File: src/rtl/uart_pkg.sv
// Shared constants for the UART receive buffer: port addresses, status bits,
// entry field offsets and the capture FSM state type.
package uart_pkg;
  localparam logic [15:0] DATA_PORT_DEF = 16'h0000;
  localparam logic [15:0] STAT_PORT_DEF = 16'h0001;

  localparam int ENTRY_W    = 11;
  localparam int E_DATA_LSB = 0;
  localparam int E_FERR     = 8;
  localparam int E_PERR     = 9;
  localparam int E_OVF      = 10;

  localparam int S_NEMPTY  = 0;
  localparam int S_FULL    = 1;
  localparam int S_FOVF    = 2;
  localparam int S_FERR    = 3;
  localparam int S_PERR    = 4;
  localparam int S_OVF     = 5;
  localparam int S_CNT_LSB = 8;
  localparam int S_CNT_W   = 5;

  typedef enum logic [1:0] {
    ST_IDLE = 2'd0,
    ST_ACK  = 2'd1,
    ST_WAIT = 2'd2
  } cap_state_t;
endpackage

File: src/rtl/uart_rx_fifo_if.sv
// Receive-engine handshake plus TramelBlaze I/O bus signals for the RX buffer.
interface uart_rx_fifo_if;
  logic        rx_rdy;
  logic [7:0]  rx_data;
  logic        ferr;
  logic        perr;
  logic        ovf;
  logic        rx_clr;
  logic [15:0] port_id;
  logic        read_strobe;
  logic        write_strobe;
  logic [15:0] out_port;
  logic [15:0] in_port;
  logic        rx_int;

  modport master (
    output rx_rdy, rx_data, ferr, perr, ovf, port_id, read_strobe, write_strobe, out_port,
    input  rx_clr, in_port, rx_int
  );

  modport slave (
    input  rx_rdy, rx_data, ferr, perr, ovf, port_id, read_strobe, write_strobe, out_port,
    output rx_clr, in_port, rx_int
  );
endinterface

File: src/rtl/uart_fifo_mem.sv
// DEPTH x DATA_W register file: synchronous write, asynchronous read.
module uart_fifo_mem #(
  parameter int DEPTH  = 8,
  parameter int DATA_W = 11,
  localparam int AW    = $clog2(DEPTH)
) (
  input  logic              clk,
  input  logic              we,
  input  logic [AW-1:0]     waddr,
  input  logic [DATA_W-1:0] wdata,
  input  logic [AW-1:0]     raddr,
  output logic [DATA_W-1:0] rdata
);
  logic [DATA_W-1:0] mem [DEPTH];

  always_ff @(posedge clk) begin
    if (we) mem[waddr] <= wdata;
  end

  assign rdata = mem[raddr];
endmodule

File: src/rtl/uart_rx_fifo.sv
// UART receive buffer: captures engine bytes with error flags into a FIFO and
// serves them to the processor through a data port and a status port.
module uart_rx_fifo
  import uart_pkg::*;
#(
  parameter int          DEPTH     = 8,
  parameter logic [15:0] DATA_PORT = DATA_PORT_DEF,
  parameter logic [15:0] STAT_PORT = STAT_PORT_DEF
) (
  input  logic          clk,
  input  logic          reset,
  uart_rx_fifo_if.slave bus
);
  localparam int AW = $clog2(DEPTH);
  localparam int CW = AW + 1;

  cap_state_t           state, state_nxt;
  logic [AW-1:0]        wptr, rptr;
  logic [CW-1:0]        count;
  logic                 fovf;
  logic                 rx_int_q;
  logic                 push_req, wr_en, pop, full, empty, ovf_set, fovf_clr;
  logic [ENTRY_W-1:0]   wr_entry, head;
  logic [15:0]          stat_word;
  logic                 unused_out_port;

  assign unused_out_port = ^bus.out_port;

  always_ff @(posedge clk or negedge reset) begin
    if (!reset) state <= ST_IDLE;
    else        state <= state_nxt;
  end

  // Capture FSM: one push per rx_rdy assertion, then wait for the level to drop.
  always_comb begin
    state_nxt  = state;
    push_req   = 1'b0;
    bus.rx_clr = 1'b0;
    unique case (state)
      ST_IDLE: if (bus.rx_rdy) begin
        push_req  = 1'b1;
        state_nxt = ST_ACK;
      end
      ST_ACK: begin
        bus.rx_clr = 1'b1;
        state_nxt  = ST_WAIT;
      end
      ST_WAIT: if (!bus.rx_rdy) state_nxt = ST_IDLE;
      default: state_nxt = ST_IDLE;
    endcase
  end

  assign full     = (count == CW'(DEPTH));
  assign empty    = (count == '0);
  assign pop      = bus.read_strobe && (bus.port_id == DATA_PORT) && !empty;
  // A full FIFO still accepts the byte when a pop frees a slot in the same cycle.
  assign wr_en    = push_req && (!full || pop);
  assign ovf_set  = push_req && full && !pop;
  assign fovf_clr = bus.write_strobe && (bus.port_id == STAT_PORT);
  assign wr_entry = {bus.ovf, bus.perr, bus.ferr, bus.rx_data};

  always_ff @(posedge clk or negedge reset) begin
    if (!reset) begin
      wptr     <= '0;
      rptr     <= '0;
      count    <= '0;
      fovf     <= 1'b0;
      rx_int_q <= 1'b0;
    end else begin
      if (wr_en) wptr <= wptr + AW'(1);
      if (pop)   rptr <= rptr + AW'(1);
      if (wr_en && !pop)      count <= count + CW'(1);
      else if (!wr_en && pop) count <= count - CW'(1);
      if (ovf_set)       fovf <= 1'b1;
      else if (fovf_clr) fovf <= 1'b0;
      rx_int_q <= (count != '0);
    end
  end

  assign bus.rx_int = rx_int_q;

  uart_fifo_mem #(
    .DEPTH  (DEPTH),
    .DATA_W (ENTRY_W)
  ) u_mem (
    .clk   (clk),
    .we    (wr_en),
    .waddr (wptr),
    .wdata (wr_entry),
    .raddr (rptr),
    .rdata (head)
  );

  always_comb begin
    stat_word                           = '0;
    stat_word[S_NEMPTY]                 = !empty;
    stat_word[S_FULL]                   = full;
    stat_word[S_FOVF]                   = fovf;
    stat_word[S_FERR]                   = !empty && head[E_FERR];
    stat_word[S_PERR]                   = !empty && head[E_PERR];
    stat_word[S_OVF]                    = !empty && head[E_OVF];
    stat_word[S_CNT_LSB +: S_CNT_W]     = S_CNT_W'(count);
  end

  always_comb begin
    bus.in_port = 16'h0000;
    if (bus.port_id == DATA_PORT) begin
      if (!empty) bus.in_port = {8'h00, head[E_DATA_LSB +: 8]};
    end else if (bus.port_id == STAT_PORT) begin
      bus.in_port = stat_word;
    end
  end
endmodule

File: src/flat_wrapper.sv
// flat-port wrapper written by rule: the top's interface ports become plain ports
module uart_rx_fifo_flat import uart_pkg::*;
#(
  parameter int          DEPTH     = 8,
  parameter logic [15:0] DATA_PORT = DATA_PORT_DEF,
  parameter logic [15:0] STAT_PORT = STAT_PORT_DEF
)
  (clk, reset, bus_rx_rdy, bus_rx_data, bus_ferr, bus_perr, bus_ovf, bus_port_id, bus_read_strobe, bus_write_strobe, bus_out_port, bus_rx_clr, bus_in_port, bus_rx_int);
  uart_rx_fifo_if bus_i ();
  input  logic clk;
  input  logic reset;
  input wire logic [$bits(bus_i.rx_rdy)-1:0] bus_rx_rdy;
  input wire logic [$bits(bus_i.rx_data)-1:0] bus_rx_data;
  input wire logic [$bits(bus_i.ferr)-1:0] bus_ferr;
  input wire logic [$bits(bus_i.perr)-1:0] bus_perr;
  input wire logic [$bits(bus_i.ovf)-1:0] bus_ovf;
  input wire logic [$bits(bus_i.port_id)-1:0] bus_port_id;
  input wire logic [$bits(bus_i.read_strobe)-1:0] bus_read_strobe;
  input wire logic [$bits(bus_i.write_strobe)-1:0] bus_write_strobe;
  input wire logic [$bits(bus_i.out_port)-1:0] bus_out_port;
  output wire logic [$bits(bus_i.rx_clr)-1:0] bus_rx_clr;
  output wire logic [$bits(bus_i.in_port)-1:0] bus_in_port;
  output wire logic [$bits(bus_i.rx_int)-1:0] bus_rx_int;
  assign bus_i.rx_rdy = bus_rx_rdy;
  assign bus_i.rx_data = bus_rx_data;
  assign bus_i.ferr = bus_ferr;
  assign bus_i.perr = bus_perr;
  assign bus_i.ovf = bus_ovf;
  assign bus_i.port_id = bus_port_id;
  assign bus_i.read_strobe = bus_read_strobe;
  assign bus_i.write_strobe = bus_write_strobe;
  assign bus_i.out_port = bus_out_port;
  assign bus_rx_clr = bus_i.rx_clr;
  assign bus_in_port = bus_i.in_port;
  assign bus_rx_int = bus_i.rx_int;
  uart_rx_fifo #(.DEPTH(DEPTH), .DATA_PORT(DATA_PORT), .STAT_PORT(STAT_PORT)) u_core (.clk(clk), .reset(reset), .bus(bus_i));
endmodule
File: config.mk
export PLATFORM = sky130hd
export DESIGN_NAME = uart_rx_fifo_flat
export DESIGN_NICKNAME = d
export VERILOG_FILES = /design/src/rtl/uart_pkg.sv /design/src/rtl/uart_rx_fifo_if.sv /design/src/rtl/uart_fifo_mem.sv /design/src/rtl/uart_rx_fifo.sv /design/src/flat_wrapper.sv
export SDC_FILE = /design/constraint.sdc
export NUM_CORES = 1
export LEC_CHECK = 0
export ABC_AREA = 0
export CORE_UTILIZATION = 63
export DETAILED_ROUTE_END_ITERATION = 6
export DONT_BUFFER_PORTS = 1
export HOLD_SLACK_MARGIN = 0.08
export MAX_ROUTING_LAYER = met4
export PLACE_DENSITY_LB_ADDON = 0.2
export SLEW_MARGIN = 5
export SYNTH_ARGS = -nofsm -noshare
export SYNTH_HDL_FRONTEND = slang
export SYNTH_SLANG_ARGS = --single-unit
File: constraint.sdc
create_clock -name clk -period 4.49 [get_ports clk]
set_input_delay 1.347 -clock clk [delete_from_list [all_inputs] [get_ports clk]]
set_output_delay 1.347 -clock clk [all_outputs]
set_load 0.005 [all_outputs]
==> results of run 1 <==
## where the power goes
part | internal [mW] | switching [mW] | leakage [nW]
sequential | 1.16 | 0.0873 | 0.967
combinational | 0.153 | 0.196 | 0.456
clock | 0.253 | 0.299 | 0.0880
## routing by layer
metal / global-route usage [%] / wire, um / vias up / part of all wire, %
met1: 29.7 / 3060 / 1126 / 39
met2: 40.4 / 4130 / 110 / 52
met4: 12.8 / 218 / 0 / 2.8
li1: - / - / 936 / -
met5: - / 0 / - / 0
met3: 4.28 / 490 / 23 / 6.2
## logic make-up (layout without fill, tap and decap cells)
kind of cell,after synthesis,count (layout)
AO/OA/AOI/OAI,13,13
XOR/XNOR,5,5
adder cells (fa/ha/maj),6,6
buffers and inverters,20,22
flip-flops,102,102
multiplexers,33,33
other,1,4
AND/OR/NAND/NOR,49,49
## layout make-up
class	count	share of cell area [%]
flip-flops and latches	102	65.8
clock inverters	7	1.43
inverters	3	0.248
multi-input cells	110	27.2
well taps	77	2.12
repair buffers	3	0.495
clock buffers	9	2.72
## path summary, 6_finish.rpt
kind | slack [ns] | endpoint | from | depth (start not counted)
max | 0.51 | bus_in_port[0] | bus_port_id[13] | 4
min | 0.51 | u_core.fovf | u_core.fovf | 1
max reg2reg | 1.21 | u_core.count[3] | u_core.count[0] | 9
min reg2reg | 0.51 | u_core.fovf | u_core.fovf | 1
max in group asynchronous | 3.75 | u_core.wptr[1] | reset | 0
min in group asynchronous | 0.67 | u_core.count[0] | reset | 0
## cell usage after synthesis (2+ instances only)
cell and n:
and3_1 9, and4_1 2, and4b_1 3, buf_2 2, buf_4 4, clkbuf_1 9, dfrtp_1 14, edfxtp_1 88
ha_1 5, inv_1 3, mux2_2 3, mux2i_1 5, mux4_1 8, mux4_2 17, nand2_1 4, nand3_1 4
nor2_1 3, nor2b_1 2, nor3_1 8, nor4_1 3, o21ai_0 2, o31ai_1 4, xnor2_1 4
## worst max-delay path, delay by kind of cell
family | cells | cell delay [ns]
simple gates | 4 | 1.29
## flip-flops by register name (all words and copies together) (netlist names)
| register | cells |
|---|---|
| u_core.fovf | 1 |
| u_core.rptr | 3 |
| u_core.count | 4 |
| u_core.u_mem.mem | 88 |
| u_core.bus.rx_int | 1 |
| u_core.state | 2 |
| u_core.wptr | 3 |
## metrics by stage
| stage | setup WS [ns] | std cells | hold WS, ns | utilization, % | cell area, um^2 |
|---|---|---|---|---|---|
| floorplan | 0.264 | 232 | 0.467 | - | 4340 |
| global placement | 0.598 | 295 | 0.489 | 67.1 | 4360 |
| detailed placement | 0.407 | 295 | 0.494 | 67.1 | 4360 |
| CTS | 0.519 | 311 | 0.514 | 70.0 | 4550 |
| global route | 0.447 | 311 | 0.548 | 70.0 | 4550 |
| finish | 0.509 | 311 | 0.511 | 70.0 | 4550 |
==> impl_metrics.ini, run 1 <==
[logic_synthesis]
ys_dominant_reg_cell = edfxtp_1
yosysTopAreaCell = edfxtp_1
syn_area_per_cell_um2 = 18.9
synthCells = 229
synth_top_cells_by_area = edfxtp_1, mux4_2, dfrtp_1
synth_top_family_by_area = multiplexers
ys_types = 46
syn_area_um2 = 4330
synth-warning-count = 0
synth_compound_area_share_pct = 2.28
synth_enable_flop_cells = 88
synthXorXnorAreaFrac_pct = 1.01
synth.area.mux_share_pct = 15.6
synthSimpleGateAreaFrac_pct = 7.20
async_flop_share_pct = 13.7
yosys.area_share.adder_pct = 1.91
seq_area_frac_synth_pct = 69.2
synth-seq-cells = 102
synth_top_area_share_pct = 61.1

[timing]
min_period_ns = 3.98
finalClockSkew_ns = 0.00704
finalSetupViolCount = 0
period_share_pct = 88.7
fmax_mhz = 251
worst_slew_margin_rel_pct = 44.2
tns_ns = 0
tightest_slew_ns = 0.825
final_max_slew_viol_count = 0
final_hold_viol_count = 0
rsz0062_at_grt = false

[routing]
via_per_inst = 7.06
drtIter0Drc = 197
drt-pass1-iter-count = 7
ant_nets = 0
via_count = 2195
post_drt_wl_per_cell_um = 25.4
wl_mm = 7.89
drc = 7

[worst_setup_path]
crit_arrival_ns = 2.63
crit_path_max_fanout = 10
end_kind = output port
slowest_stage = and4_1
cp-start-kind = input port
worst-setup-path-type = in2out
crit_chain = nor4_1 -> and4_1 -> nand2_1 -> nor3_1
critPathMaxStageDelay_ns = 0.41
crit_required_ns = 3.14

[cells_and_area]
multi_input_area_um2 = 1230
nets = 283
final_common_cell = edfxtp_1
diodes = 0
syn2layout_area_growth_pct = 5.09
regArea_um2 = 2990
num-fill-cells = 389
layout_common_cells = edfxtp_1, mux4_2, dfrtp_1
drive_above_1_share_pct = 17.1

[grt]
grt_start_max_net_pins = 27
gr-usage-all-layers_pct = 24.6
antenna_found_initial = 0
grt_pass1_wl_mm = 12.0
grt_pass1_vias = 2262
grt_remaining_overflow = 0

[die]
fp.dieW_um = 84.9
dieHeight_um = 84.9
io_pins = 66
core_um2 = 6490
rows = 29
start_util_pct = 66.6
dieArea_um2 = 7200

[placed_design]
hpwlAfterDp_mm = 5.03
numPortBuffers = 0
gp_congestion = 0.858

[clocking]
postCtsResizedCells = 0
cts_max_path_buffers = 2
clockRootBuffer = clkbuf_8
path_clk_slew_ns = 0.09
clk_latency_ns = 0.36
htree_num_levels = 3
cts_sinks = 102
cts_hold_buffers = 0
cts_tree = yes
cts_setup_buffers = 0
numCtsBuffers = 9

[power_and_ir_drop]
ir_drop_v = 0.000311
power_density_nw_per_um2 = 473
finalPower_mw = 2.15
power.leakage_nw = 1.51

[status]
violations = DRC
status = finished with violations

[hold_path]
hold_path_class = reg2reg

[job]
drv_cap = 0
No activity file was read; power rests on OpenSTA's default activity.
==> run 2: changes to the inputs <==
ABC_AREA = 1   (was 0)
SLEW_MARGIN = 20   (was 5)
==> impl_metrics.ini, run 2 <==
[clocking]
numCtsBuffers = 9
cts_setup_buffers = 0
htree_num_levels = 3
cts_sinks = 102
path_clk_slew_ns = 0.09
clockRootBuffer = clkbuf_8
cts_tree = yes
clk_latency_ns = 0.37
cts_hold_buffers = 0
cts_max_path_buffers = 2
postCtsResizedCells = 0

[timing]
final_hold_viol_count = 0
worst_slew_margin_rel_pct = 51.6
tns_ns = 0
period_share_pct = 85.9
finalClockSkew_ns = 0.0113
final_max_slew_viol_count = 0
finalSetupViolCount = 0
tightest_slew_ns = 0.725
min_period_ns = 3.85
rsz0062_at_grt = false
fmax_mhz = 259

[cells_and_area]
drive_above_1_share_pct = 9.73
layout_common_cells = nor2_1, edfxtp_1, o21ai_0, nand2_1, inv_1
diodes = 0
multi_input_area_um2 = 1330
regMostFlops = u_core.u_mem.mem
largest_reg_flops = 88
syn2layout_area_growth_pct = 6.32
nets = 460
largest_registers = u_core.u_mem.mem x88, u_core.count x4
regArea_um2 = 2990
final_common_cell = nor2_1
num-fill-cells = 503
layout.cells.non_filler = 507

[hold_path]
min_path_cells = 2
hold_path_class = reg2reg

[die]
core_um2 = 6830
dieArea_um2 = 7470
dieHeight_um = 86.5
start_util_pct = 65.8
rows = 30
io_pins = 66
fp.dieW_um = 86.5

[routing]
via_count = 2847
drtIter0Drc = 227
drt-pass1-iter-count = 4
wl_mm = 8.30
drc = 0
via_per_inst = 5.62
post_drt_wl_per_cell_um = 16.4
ant_nets = 0

[logic_synthesis]
synth_compound_area_share_pct = 9.05
synth_top_area_share_pct = 58.8
synth-warning-count = 0
synthXorXnorAreaFrac_pct = 0.975
seq_area_frac_synth_pct = 66.6
synth-seq-cells = 102
syn_area_um2 = 4490
ys_dominant_reg_cell = edfxtp_1
syn_area_per_cell_um2 = 11.2
synth_commonest_cells = nor2_1, edfxtp_1, nand2_1, o21ai_0, inv_1
synth_enable_flop_cells = 88
synth_top_cells_by_area = edfxtp_1, nor2_1, dfrtp_1
ys_types = 29
synthCells = 401
async_flop_share_pct = 13.7
synth_top_family_by_area = simple AND/OR/NAND/NOR gates
synth.area.mux_share_pct = 0
yosys.area_share.adder_pct = 1.84
yosysTopAreaCell = edfxtp_1
synthSimpleGateAreaFrac_pct = 17.4
synth_most_common_cell = nor2_1

[power_and_ir_drop]
p_sw_share_pct = 29.5
clockPowerShare_pct = 25.0
ir_drop_v = 0.000327
sequentialPowerShare_pct = 58.3
power_frac_comb_pct = 16.7
power.leakage_nw = 1.76
cell_internal_pwr_mw = 1.50
power_density_nw_per_um2 = 445
p_sw_uw = 627

[job]
drv_cap = 0

[worst_setup_path]
r2r_cells = 17
critPathMaxStageDelay_ns = 0.41
cp_common_cell = nand2_1
slowest_stage = nor2_1
crit_path_max_fanout = 6
end_kind = output port
crit_family = simple AND/OR/NAND/NOR gates
worst-setup-path-type = in2out
crit_required_ns = 3.14
crit_arrival_ns = 2.51
worst-path-stages = 7
cp-start-kind = input port
critPathBufInv = 0
regToRegSetupSlack_ns = 1.99
crit_chain = nor2_1 -> nand2_1 -> nor2_4 -> nand2_1 -> nor2_1 -> nand2_1 -> nand2_1

[placed_design]
gp_congestion = 0.849
numPortBuffers = 0
dp.cells = 491
hpwlAfterDp_mm = 5.05

[grt]
grt_pass1_wl_mm = 12.7
grt_start_max_net_pins = 46
grt_remaining_overflow = 0
grt_pass1_vias = 2580
antenna_found_initial = 0
gr-usage-all-layers_pct = 24.8

[status]
status = complete, no violations
run 2: power groups by stage:
stage | clock [mW] | sequential [mW] | combinational [mW]
after floorplan | 0 | 1.24 | 0.283
after global placement | 0 | 1.25 | 0.344
after detailed placement | 0 | 1.26 | 0.356
after CTS | 0.535 | 1.24 | 0.357
after global routing | 0.576 | 1.25 | 0.404
final | 0.532 | 1.24 | 0.354
run 2: worst paths after layout:
kind	startpoint	end
max in group asynchronous	reset	u_core.count[2]
worst max-delay path	bus_port_id[15]	bus_in_port[5]
worst max register to register	u_core.count[0]	u_core.count[3]
min in group asynchronous	reset	u_core.count[1]
worst min register to register	u_core.fovf	u_core.fovf
worst min-delay path	u_core.fovf	u_core.fovf
run 2: layout make-up:
cell class                      instances  area share (%)
Tap cell                               96            2.51
Sequential cell                       102            62.7
Inverter                               21            1.65
Clock buffer                            9            2.59
Multi-Input combinational cell        262            27.8
Clock inverter                          7            1.18
Timing Repair Buffer                   10            1.57
run 2: metrics by stage:
stage	util [%]	hold slack (ns)	setup slack, ns	cell area [um^2]	total power [mW]
after global placement	67.3	0.464	0.675	4600	1.60
after global routing	69.9	0.542	0.473	4780	2.23
after CTS	69.9	0.501	0.625	4780	2.13
after floorplan	-	0.449	1.03	4500	1.53
final	69.9	0.507	0.635	4780	2.12
after detailed placement	67.3	0.477	0.631	4600	1.62
run 2: cells by family (layout without fill, tap and decap cells):
| group | after synthesis | in the layout |
|---|---|---|
| simple gates | 175 | 175 |
| flops | 102 | 102 |
| compound gates | 72 | 72 |
| buf+inv | 40 | 47 |
| fa+ha+maj | 6 | 6 |
| xor+xnor | 5 | 5 |
| other cells | 1 | 4 |
run 2: routing by layer:
| metal | share of wire, % | routed length, um | track usage (%) | up-vias |
|---|---|---|---|---|
| li1 | - | - | - | 1372 |
| met1 | 43 | 3540 | 31.2 | 1372 |
| met2 | 49 | 4050 | 39.4 | 86 |
| met3 | 6.6 | 550 | 5.52 | 17 |
| met4 | 2.0 | 168 | 10.5 | 0 |
| met5 | 0 | 0 | - | - |
run 2: worst register-to-register path, stage by stage, from the launching register on:
cell      delay, ns
dfrtp_1        0.55
nor2_2         0.10
a21boi_4       0.17
nand3_4        0.15
nand2_4        0.15
nand2_2        0.09
inv_1          0.07
ha_1           0.18
inv_1          0.09
ha_1           0.27
nand2_1        0.06
inv_1          0.03
o21ai_0        0.20
nand2_1        0.09
nand2_1        0.06
nand2_1        0.04
nand2_1        0.04
o21ai_0        0.06
==> RTL edit (config.mk and constraints of run 1) <==
Make the reset (`reset`) synchronous in 2 clocked blocks. Comments in the files are not updated.
--- a/src/rtl/uart_rx_fifo.sv
+++ b/src/rtl/uart_rx_fifo.sv
@@ -27,5 +27,5 @@
   assign unused_out_port = ^bus.out_port;
 
-  always_ff @(posedge clk or negedge reset) begin
+  always_ff @(posedge clk) begin
     if (!reset) state <= ST_IDLE;
     else        state <= state_nxt;
@@ -60,5 +60,5 @@
   assign wr_entry = {bus.ovf, bus.perr, bus.ferr, bus.rx_data};
 
-  always_ff @(posedge clk or negedge reset) begin
+  always_ff @(posedge clk) begin
     if (!reset) begin
       wptr     <= '0;
Formal check against the unedited RTL: differs if reset is asserted again (counterexample within 4 cycles, from zero or initial values and one cycle with reset low); with reset held inactive, the same outputs for 10 cycles.
==> RTL edit against run 1 <==
- utilization rose by 0.61 points
- critical endpoint is now bus_in_port[3]
- final area rose by 6.7%
- worst setup slack got worse by 0.070 ns
- area after synthesis rose by 5.2%
- first-iteration DRC count fell by 2.5%
- sequential cell count rose by 3
- routed wire length fell by 2.7%
- clock skew rose by 0.0033 ns
Power is not compared: it rests on default switching activity, and its combinational part moved more than twofold at a synthesized area within 25%.
==> RTL edit: results (changes against run 1) <==
stage	metric	value	unit	change
logic_synthesis	number of synthesized flops with an enable pin	88		unchanged
layout	number of fill cells	453		+16%
drt	TritonRoute pass-1 iters	4		-3
clocking	CTS H-tree lvls	3		unchanged
placement	pre-CTS setup slack	0.4267	ns	+0.01957 ns
global_routing	vias in the first global route	2280		+0.80%
outcome	status	complete, no violations		
logic_synthesis	async set-or-reset flop fraction in the synthesized netlist	0		-0.1373
placement	hpwl dp	5232	um	+4.1%
global_routing	total track usage	0.2315		-0.01459
setup_path	slowest stage delay, CP	0.42	ns	
drt	Post-Route WL	7681	um	-2.7%
hold_path	Hold Path Class	reg2reg		
global_routing	initial antenna violation count	0		unchanged
logic_synthesis	top post-synthesis cells by count	edfxtp_1 (88), mux4_2 (22), dfxtp_1 (17)		
setup_path	maximum fanout along the worst path	9		-1
global_routing	first-pass GRT wire length	12020	um	about the same
global_routing	met1 usage	0.3010		+0.003596
drt	First DRT Iteration DRCs	192		-2.5%
logic_synthesis	ranking of synthesized cells by area	edfxtp_1 (58%), mux4_2 (11%), dfxtp_1 (7.5%), mux2i_1 (3.5%), nor4_4 (1.9%)		
hold_path	hold path depth	2		+1
global_routing	grt met3 use	0.05213		+0.009331
global_routing	largest net degree at the start of global routing	23		-15%
layout	layout cells sized above 1	0.2582		+0.08724
clocking	root buffer cell	clkbuf_8		
global_routing	GRT met2 Usage	0.3579		-0.04638
layout	Top Registers	u_core.u_mem.mem: 88 flops, u_core.count: 4 flops		
sta	skew final	0.01036	ns	+0.003325 ns
clocking	post-CTS setup buffer count	0		unchanged
placement	placed cells	355		+20%
setup_path	R2R cell count	11		+2
layout	layout net count	324		+14%
logic_synthesis	Post-Synthesis Cells	262		+14%
drt	per-cell routed wire length	20.70	um	-18%
logic_synthesis	Yosys cell types	52		+13%
power_and_ir_drop	VDD IR max	0.2889	mV	
clocking	CTS max path bufs	2		unchanged
drt	via/cell ratio	6.154		-13%
clocking	clock-pin transition on the worst setup and hold timing paths	0.09	ns	about the same
placement	Port Buffers	0		unchanged
placement	Post-DP Area	4673	sq um	+7.2%
placement	GP Congestion	0.7699		-10%
logic_synthesis	register area share after synthesis	0.6553		-0.03642
sta	slew margin rel.	0.4280		-0.01428
RTL edit: cell count changes after synthesis, moves of 5 or more:
cell and delta:
nor3_1 -6, a211oi_1 +7, nand2_1 +11, mux4_1 -8, dfxtp_1 +17, nor2b_1 +6, and3_1 -6, mux4_2 +5
dfrtp_1 -14, mux2i_1 +11
RTL edit: kinds of logic after synthesis:
group | synth area share
DFF | 0.6553
muxes | 0.1440
buffers and inverters | 0.02996
other | 0.0008238
xor gates and xnor gates | 0.003849
AOI/OAI and AO/OA | 0.03134
and+or+nand+nor | 0.1165
adders and majority gates | 0.01814
RTL edit: power breakdown:
group          total, W  switching (W)  internal, W
Clock          0.000533       0.000324     0.000210
Combinational  0.000165      0.0000815    0.0000837
Sequential      0.00113      0.0000302      0.00110
RTL edit: worst min-delay path, delay by kind of cell (launching register included):
kind	cells	cell delay (ns)
DFF	1	0.32
muxes	1	0.07
and+or+nand+nor	1	0.05
RTL edit: cell type report:
cell class                 count  area share
clock buffer                  10     0.02631
clock inverter                 6     0.01032
inverter                       3    0.002321
multi-input combinational    138      0.3013
sequential                   105      0.6149
tap                           96     0.02476
timing repair buffer          13     0.02012
RTL edit: routing by layer:
layer,share of wire,up-vias
met5,0,-
met4,0.016,0
met3,0.049,10
met2,0.51,65
met1,0.43,1162
li1,-,1046
RTL edit: worst paths after layout:
kind	end	slack (ns)	start
max	bus_in_port[3]	0.44	bus_port_id[12]
min	u_core.rptr[1]	0.49	u_core.rptr[1]
max reg2reg	u_core.count[3]	1.47	u_core.count[0]
min reg2reg	u_core.rptr[1]	0.49	u_core.rptr[1]
